<file path="src/rtl/composite_timing_gen.sv">
// Composite-video timing generator: H/V counters, serrated vsync, pixel fetch,
// and a two-stage output pipeline driving a resistor-ladder DAC code.
module composite_timing_gen #(
  parameter int DAC_BITS     = 2,
  parameter int LINE_CYCLES  = 1716,
  parameter int HSYNC_CYCLES = 127,
  parameter int ACTIVE_START = 310,
  parameter int PIXELS       = 256,
  parameter int PIXEL_CYCLES = 5,
  parameter int LINES        = 262,
  parameter int ACTIVE_LINES = 240,
  parameter int VSYNC_LINE   = 248,
  parameter int VSYNC_LINES  = 3
) (
  input  logic                        clk,
  input  logic                        reset,
  input  logic [DAC_BITS-1:0]         pixel_data,
  output logic                        pixel_req,
  output logic [$clog2(PIXELS)-1:0]   pixel_x,
  output logic [$clog2(LINES)-1:0]    pixel_y,
  output logic [DAC_BITS-1:0]         dac,
  output logic                        line_start,
  output logic                        frame_start
);

  localparam int HW = $clog2(LINE_CYCLES + 1);
  localparam int VW = $clog2(LINES + 1);
  localparam int XW = $clog2(PIXELS);
  localparam int YW = $clog2(LINES);
  localparam int PW = $clog2(PIXEL_CYCLES + 1);
  localparam int VID_END = ACTIVE_START + PIXELS * PIXEL_CYCLES;

  localparam logic [HW-1:0] H_LAST  = HW'(LINE_CYCLES - 1);
  localparam logic [HW-1:0] H_SYNC  = HW'(HSYNC_CYCLES);
  localparam logic [HW-1:0] H_AS    = HW'(ACTIVE_START);
  localparam logic [HW-1:0] H_FETCH = HW'(ACTIVE_START - 2);
  localparam logic [HW-1:0] H_VEND  = HW'(VID_END);
  localparam logic [HW-1:0] H_SERR  = HW'(LINE_CYCLES - HSYNC_CYCLES);
  localparam logic [VW-1:0] V_LAST  = VW'(LINES - 1);
  localparam logic [VW-1:0] V_ACT   = VW'(ACTIVE_LINES);
  localparam logic [VW-1:0] V_VS0   = VW'(VSYNC_LINE);
  localparam logic [VW-1:0] V_VS1   = VW'(VSYNC_LINE + VSYNC_LINES);
  localparam logic [XW-1:0] X_LAST  = XW'(PIXELS - 1);
  localparam logic [PW-1:0] P_LAST  = PW'(PIXEL_CYCLES - 1);
  localparam logic [DAC_BITS-1:0] TIP   = '0;
  localparam logic [DAC_BITS-1:0] BLACK = DAC_BITS'(1);

  if (ACTIVE_START < HSYNC_CYCLES + 2) begin : g_chk_as
    $error("ACTIVE_START too close to hsync");
  end
  if (VID_END > LINE_CYCLES) begin : g_chk_vid
    $error("active video overruns the line");
  end
  if (VSYNC_LINE + VSYNC_LINES > LINES) begin : g_chk_vs
    $error("vsync lines overrun the frame");
  end
  if (ACTIVE_LINES > VSYNC_LINE) begin : g_chk_al
    $error("active lines overlap vsync");
  end
  if (PIXEL_CYCLES < 1) begin : g_chk_pc
    $error("PIXEL_CYCLES must be at least 1");
  end

  typedef enum logic [1:0] {LN_ACTIVE, LN_BLANK, LN_VSYNC} line_t;
  typedef enum logic [1:0] {
    PH_SYNC, PH_BACK, PH_VIDEO, PH_FRONT
  } phase_t;

  logic [HW-1:0]       h_q, h_d;
  logic [VW-1:0]       v_q, v_d;
  logic [DAC_BITS-1:0] lvl_q, lvl_d, dac_q;
  logic [DAC_BITS-1:0] code_q, code;
  logic                ls1_q, fs1_q, ls_q, fs_q;
  logic                req_q, req_d, cap_q, on_q, on_d;
  logic [XW-1:0]       x_q, x_d;
  logic [YW-1:0]       y_q, y_d;
  logic [PW-1:0]       ph_q, ph_d;
  line_t               line;
  phase_t              phase;
  logic                wrap;

  assign wrap = (h_q == H_LAST);
  assign h_d  = wrap ? '0 : h_q + 1'b1;
  assign v_d  = !wrap ? v_q : (v_q == V_LAST) ? '0 : v_q + 1'b1;

  // A zero pixel code would read as a sync tip, so it is lifted to black.
  assign code = (code_q == TIP) ? BLACK : code_q;

  always_comb begin
    line = LN_BLANK;
    if (v_q < V_ACT)
      line = LN_ACTIVE;
    else if (v_q >= V_VS0 && v_q < V_VS1)
      line = LN_VSYNC;
    phase = PH_FRONT;
    if (h_q < H_SYNC)      phase = PH_SYNC;
    else if (h_q < H_AS)   phase = PH_BACK;
    else if (h_q < H_VEND) phase = PH_VIDEO;
    lvl_d = BLACK;
    unique case (line)
      LN_ACTIVE: begin
        if (phase == PH_SYNC)       lvl_d = TIP;
        else if (phase == PH_VIDEO) lvl_d = code;
      end
      LN_VSYNC: lvl_d = (h_q < H_SERR) ? TIP : BLACK;
      default:  lvl_d = (phase == PH_SYNC) ? TIP : BLACK;
    endcase
  end

  // Fetch schedule runs on the next-state count so the strobe is registered.
  always_comb begin
    req_d = 1'b0;
    x_d   = x_q;
    y_d   = y_q;
    ph_d  = ph_q;
    on_d  = on_q;
    if (h_d == H_FETCH && v_d < V_ACT) begin
      req_d = 1'b1;
      x_d   = '0;
      y_d   = YW'(v_d);
      ph_d  = '0;
      on_d  = 1'b1;
    end else if (on_q) begin
      if (ph_q == P_LAST) begin
        ph_d = '0;
        if (x_q == X_LAST) begin
          on_d = 1'b0;
        end else begin
          req_d = 1'b1;
          x_d   = x_q + 1'b1;
        end
      end else begin
        ph_d = ph_q + 1'b1;
      end
    end
  end

  always_ff @(posedge clk) begin
    if (reset) begin
      h_q    <= '0;
      v_q    <= '0;
      lvl_q  <= BLACK;
      dac_q  <= BLACK;
      ls1_q  <= 1'b0;
      fs1_q  <= 1'b0;
      ls_q   <= 1'b0;
      fs_q   <= 1'b0;
      req_q  <= 1'b0;
      cap_q  <= 1'b0;
      code_q <= '0;
      on_q   <= 1'b0;
      x_q    <= '0;
      y_q    <= '0;
      ph_q   <= '0;
    end else begin
      h_q    <= h_d;
      v_q    <= v_d;
      lvl_q  <= lvl_d;
      dac_q  <= lvl_q;
      ls1_q  <= (h_q == '0);
      fs1_q  <= (h_q == '0) && (v_q == '0);
      ls_q   <= ls1_q;
      fs_q   <= fs1_q;
      req_q  <= req_d;
      cap_q  <= req_q;
      if (cap_q) code_q <= pixel_data;
      on_q   <= on_d;
      x_q    <= x_d;
      y_q    <= y_d;
      ph_q   <= ph_d;
    end
  end

  assign pixel_req   = req_q;
  assign pixel_x     = x_q;
  assign pixel_y     = y_q;
  assign dac         = dac_q;
  assign line_start  = ls_q;
  assign frame_start = fs_q;

endmodule
</file>
<file path="config.mk">
export PLATFORM = sky130hd
export DESIGN_NAME = composite_timing_gen
export DESIGN_NICKNAME = d
export VERILOG_FILES = /design/src/rtl/composite_timing_gen.sv
export SDC_FILE = /design/constraint.sdc
export NUM_CORES = 1
export LEC_CHECK = 0
export ABC_AREA = 1
export CELL_PAD_IN_SITES_DETAIL_PLACEMENT = 0
export CELL_PAD_IN_SITES_GLOBAL_PLACEMENT = 1
export CORE_AREA = 2 2 63 109
export DETAILED_ROUTE_END_ITERATION = 16
export DIE_AREA = 0 0 65 111
export DONT_BUFFER_PORTS = 1
export PLACE_DENSITY_LB_ADDON = 0.1
export SLEW_MARGIN = 20
export SYNTH_ARGS = -nofsm -noshare
export SYNTH_HDL_FRONTEND = slang
export SYNTH_SLANG_ARGS = --single-unit
export TNS_END_PERCENT = 30
</file>
<file path="constraint.sdc">
create_clock -name clk -period 2.3 [get_ports clk]
set_input_delay 0.345 -clock clk [delete_from_list [all_inputs] [get_ports clk]]
set_output_delay 0.345 -clock clk [all_outputs]
set_load 0.01 [all_outputs]
</file>
==> summary.log <==
qor: worst_hold_path.worst_hold_path.endpoint h_q[10]
qor: grt.overall_overflow_remaining_after_global_route 0
qor: sta.timing_worst_slew_pin_value 0.460 ns
qor: die.dieArea 7220 um2
qor: worst_hold_path.class_of_the_most_critical_hold_timing_path primary input to flop
qor: pwr.clock_power_share 46.1%
qor: drt.drt-pass1-iter-count 4
qor: synthesis.yosys.cell_types.count 31
qor: pwr.p_switching 0.000376 W
qor: die.placementRows 39
qor: worst_setup_path.critical_path_peak_fanout 11
qor: die.floorplan.initialDensity 43.2%
qor: worst_setup_path.cp.arrival 2.30 ns
qor: die.die_width 65 um
qor: cells_and_area.finalNetCount 422
qor: synthesis.mappedNetlistArea 2760 um2
qor: cts.cts_tree built
qor: die.top_level_ports 26
qor: cells_and_area.area_growth 12.2%
qor: pwr.power.static_leakage 1.30 nW
qor: grt.grt_max_degree 24
qor: outcome.outcome complete, no violations
qor: synthesis.yosys_register_bits 53
qor: pwr.power_switching_share 20.5%
qor: worst_setup_path.worst_ep_required_time 2.48 ns
qor: worst_setup_path.launch_point_of_the_worst_reg_to_reg_path h_q[1]
qor: drt.wirelength 6670 um
qor: drt.drt_first_iter_violations 117
qor: sta.finalClockSkew 0.00379 ns
qor: synthesis.synthesis.nets 411
qor: cells_and_area.area_of_the_multi_input_gates 1430 um2
qor: cells_and_area.sequential_cell_area 1060 um2
qor: drt.via_per_inst 4.92
qor: cts.numClockSinks 53
qor: die.fp.coreArea 6390 um2
qor: worst_setup_path.setup.worst_path.end_class flop
qor: sta.finalSetupViolCount 0
qor: cells_and_area.n_antenna_cell 0
qor: pwr.worst_ir_drop_vdd 0.376 mV
qor: cells_and_area.post-route-cell-area 3100 um2
qor: drt.detail-route-antenna-nets 0
qor: place.routabilityCongestion 0.929
qor: cts.clock_insertion_delay_worst_skew 0.29 ns
qor: cts.cts-root-buf sky130_fd_sc_hd__clkbuf_16
qor: synthesis.syn-instance-count 398
qor: grt.gr-usage-met1 20.6%
qor: cts.h-tree-depth 2
qor: cts.cts-hold-fix-buffers 0
qor: drt.via_count 2417
qor: synthesis.proportion_of_synthesized_chip_area_in_sequential_cells 38.4%
qor: sta.hold_viol_final 0
qor: synthesis.syn_area_per_cell 6.94 um2
qor: cts.clockBufferDepth 2
qor: worst_hold_path.worstHoldPathCells 1
qor: worst_setup_path.worst-r2r-setup-slack 0.18 ns
qor: cts.clkSlewWorstSetupHoldPaths 0.07 ns
qor: cells_and_area.fillerInstances 692
qor: place.numPortBuffers 0
qor: pwr.finalPower 0.00184 W
qor: cells_and_area.drive_above_1_share 12.0%
qor: grt.grt.met3_usage 3.65%
qor: sta.timing.max_slew.rel_slack 69.1%
qor: grt.number_of_antenna_violations_at_the_first_check_in_global_routing 0
qor: run.timing.max_cap.violations 0
qor: sta.timing.final.crit_period 2.12 ns
qor: worst_setup_path.r2r-end pixel_y[4]
qor: place.dpl-instance-area 2880 um2
qor: sta.drv_slew 0
qor: worst_setup_path.path_class flop to flop
qor: pwr.seqPwrFrac 51.2%
qor: grt.grtUsageMet2 36.4%
qor: pwr.intPower 0.00146 W
qor: pwr.combinational_power_share 2.7%
qor: pwr.powerDensity 593 nW/um2
qor: sta.final.period_utilization 92.0%
qor: drt.wl_per_cell 13.6 um
qor: grt.global_route.peak_usage_layer met2
qor: sta.rsz0062_at_grt false
qor: place.post-dp-hpwl 5290 um
qor: die.die_extent_in_y 111 um
qor: worst_setup_path.ff2ff_path_depth 13
qor: grt.grt_pass1_wl 11100 um
qor: drt.drc 0
qor: worst_setup_path.worstSetupStartpointType flop
qor: cts.numCtsBuffers 5
qor: synthesis.synth-warning-count 0
qor: worst_hold_path.min_from reset
qor: sta.fmax 473 MHz
qor: grt.grt_pass1_vias 2433
qor: grt.track_usage 19.9%
stage by stage:
step	instances	TNS (ns)	hold slack, ns	worst slack (ns)	util, %
after CTS	487	0	0.108	0.0132	47.8
after floorplan	398	0	0.388	0.427	-
after global routing	491	0	0.111	0.000125	48.5
final	491	0	0.117	0.185	48.5
after detailed placement	480	-0.171	0.397	-0.0274	45.1
after global placement	480	0	0.389	0.00552	45.1
cells in the mapped netlist:
| master | n | share of area (%) |
|---|---|---|
| sky130_fd_sc_hd__nor4_1 | 1 | 0.23 |
| sky130_fd_sc_hd__nand4_1 | 10 | 2.3 |
| sky130_fd_sc_hd__buf_2 | 1 | 0.18 |
| sky130_fd_sc_hd__nand3_1 | 29 | 5.3 |
| sky130_fd_sc_hd__o21ai_0 | 16 | 2.9 |
| sky130_fd_sc_hd__nor3_1 | 11 | 2.0 |
| sky130_fd_sc_hd__ha_1 | 9 | 4.1 |
| sky130_fd_sc_hd__nor2_4 | 6 | 2.4 |
| sky130_fd_sc_hd__nand2_1 | 81 | 11 |
| sky130_fd_sc_hd__o21a_1 | 1 | 0.27 |
| sky130_fd_sc_hd__or2_2 | 2 | 0.45 |
| sky130_fd_sc_hd__a31oi_1 | 2 | 0.45 |
| sky130_fd_sc_hd__o21ai_2 | 1 | 0.32 |
| sky130_fd_sc_hd__a21oi_1 | 17 | 3.1 |
| sky130_fd_sc_hd__nor2_2 | 7 | 1.6 |
| sky130_fd_sc_hd__buf_6 | 1 | 0.41 |
| sky130_fd_sc_hd__o21bai_1 | 1 | 0.27 |
| sky130_fd_sc_hd__inv_2 | 3 | 0.41 |
| sky130_fd_sc_hd__xnor2_1 | 2 | 0.63 |
| sky130_fd_sc_hd__buf_12 | 1 | 0.73 |
| sky130_fd_sc_hd__inv_1 | 62 | 8.4 |
| sky130_fd_sc_hd__nand3_2 | 5 | 1.8 |
| sky130_fd_sc_hd__nand2_4 | 2 | 0.82 |
| sky130_fd_sc_hd__nand2_2 | 2 | 0.45 |
| sky130_fd_sc_hd__dfxtp_1 | 53 | 38 |
| sky130_fd_sc_hd__nor2_1 | 64 | 8.7 |
| sky130_fd_sc_hd__o211ai_1 | 1 | 0.27 |
| sky130_fd_sc_hd__xor2_1 | 3 | 0.95 |
| sky130_fd_sc_hd__clkbuf_1 | 2 | 0.27 |
| sky130_fd_sc_hd__nand3b_1 | 1 | 0.27 |
| sky130_fd_sc_hd__a21oi_4 | 1 | 0.59 |
registers in the layout, summed over array words and instances (netlist names):
register	cells
cap_q	1
code_q	2
dac	2
frame_start	1
fs1_q	1
h_q	11
line_start	1
ls1_q	1
lvl_q	2
on_q	1
ph_q	3
pixel_req	1
pixel_x	8
pixel_y	9
v_q	9
power by group through the flow:
stage	registers [W]	clock network [W]	logic (W)
floorplan	0.000959	0	0.0000415
global route	0.000941	0.000898	0.0000573
global placement	0.000960	0	0.0000494
finish	0.000940	0.000847	0.0000505
detailed placement	0.000961	0	0.0000489
CTS	0.000939	0.000877	0.0000496
cell usage in the layout (no fill, tap or decap), types with 2 or more instances in the layout:
| master | netlist | final |
|---|---|---|
| sky130_fd_sc_hd__nor2_1 | 64 | 63 |
| sky130_fd_sc_hd__ha_1 | 9 | 9 |
| sky130_fd_sc_hd__nor2_4 | 6 | 7 |
| sky130_fd_sc_hd__nor3_1 | 11 | 10 |
| sky130_fd_sc_hd__nand2_4 | 2 | 2 |
| sky130_fd_sc_hd__xnor2_1 | 2 | 2 |
| sky130_fd_sc_hd__xor2_1 | 3 | 3 |
| sky130_fd_sc_hd__inv_2 | 3 | 3 |
| sky130_fd_sc_hd__nand4_1 | 10 | 10 |
| sky130_fd_sc_hd__nand3_2 | 5 | 4 |
| sky130_fd_sc_hd__a21oi_1 | 17 | 17 |
| sky130_fd_sc_hd__o21ai_0 | 16 | 16 |
| sky130_fd_sc_hd__nand3_1 | 29 | 29 |
| sky130_fd_sc_hd__nand2_1 | 81 | 81 |
| sky130_fd_sc_hd__nand2_2 | 2 | 2 |
| sky130_fd_sc_hd__dfxtp_2 | 0 | 2 |
| sky130_fd_sc_hd__a31oi_1 | 2 | 2 |
| sky130_fd_sc_hd__or2_2 | 2 | 2 |
| sky130_fd_sc_hd__inv_1 | 62 | 62 |
| sky130_fd_sc_hd__nor2_2 | 7 | 7 |
| sky130_fd_sc_hd__dfxtp_1 | 53 | 51 |
| sky130_fd_sc_hd__clkbuf_16 | 0 | 5 |
| sky130_fd_sc_hd__buf_4 | 0 | 7 |
| sky130_fd_sc_hd__buf_12 | 1 | 2 |
final cells by class:
type / count / share of cell area [%]
sequential: 53 / 34.3
tap: 82 / 3.31
timing repair buffer: 9 / 2.99
multi-input combinational: 275 / 46.2
clock inverter: 2 / 1.25
clock buffer: 5 / 4.04
inverter: 65 / 7.88
worst max-delay path, stage by stage (launching register included):
cell,delay [ns]
sky130_fd_sc_hd__dfxtp_2,0.37
sky130_fd_sc_hd__ha_1,0.20
sky130_fd_sc_hd__inv_1,0.11
sky130_fd_sc_hd__nor2_4,0.19
sky130_fd_sc_hd__nand3_4,0.16
sky130_fd_sc_hd__nand3_2,0.13
sky130_fd_sc_hd__inv_2,0.03
sky130_fd_sc_hd__nor2_1,0.17
sky130_fd_sc_hd__nand2_1,0.08
sky130_fd_sc_hd__nor2_1,0.12
sky130_fd_sc_hd__nand3_2,0.12
sky130_fd_sc_hd__nand2_4,0.10
sky130_fd_sc_hd__buf_12,0.14
sky130_fd_sc_hd__a21oi_1,0.06
layer usage:
| layer | vias up | wire length [um] |
|---|---|---|
| met2 | 38 | 3650 |
| li1 | 1270 | - |
| met1 | 1091 | 2550 |
| met4 | 0 | 280 |
| met3 | 18 | 193 |
| met5 | - | 0 |
how the worst max path moves through the flow:
| stage | startpoint | to | slack, ns |
|---|---|---|---|
| 2_1_floorplan | h_q[0] | pixel_x[7] | 0.43 |
| 3_3_place_gp | h_q[0] | pixel_y[2] | 0.006 |
| 3_5_place_dp | h_q[1] | pixel_y[4] | -0.03 |
| 4_1_cts | h_q[1] | pixel_y[4] | 0.01 |
| 5_1_grt | h_q[1] | pixel_req | 0.0001 |
| 6_report | h_q[1] | pixel_y[4] | 0.18 |
logic make-up after synthesis:
kind of cell	Yosys count	synth area share (%)
buf+inv	70	10.4
simple gates	221	37.3
compound gates	40	8.16
xor+xnor	5	1.59
flops	53	38.4
fa+ha+maj	9	4.08
what timing repair did:
action	CTS	global route
endpoints found under the setup margin	19	21
endpoints found under the hold margin	0	0
pin swaps	0	2
resized for setup	1	5
buffers inserted	0	4
(Power assumes the default switching activity.)
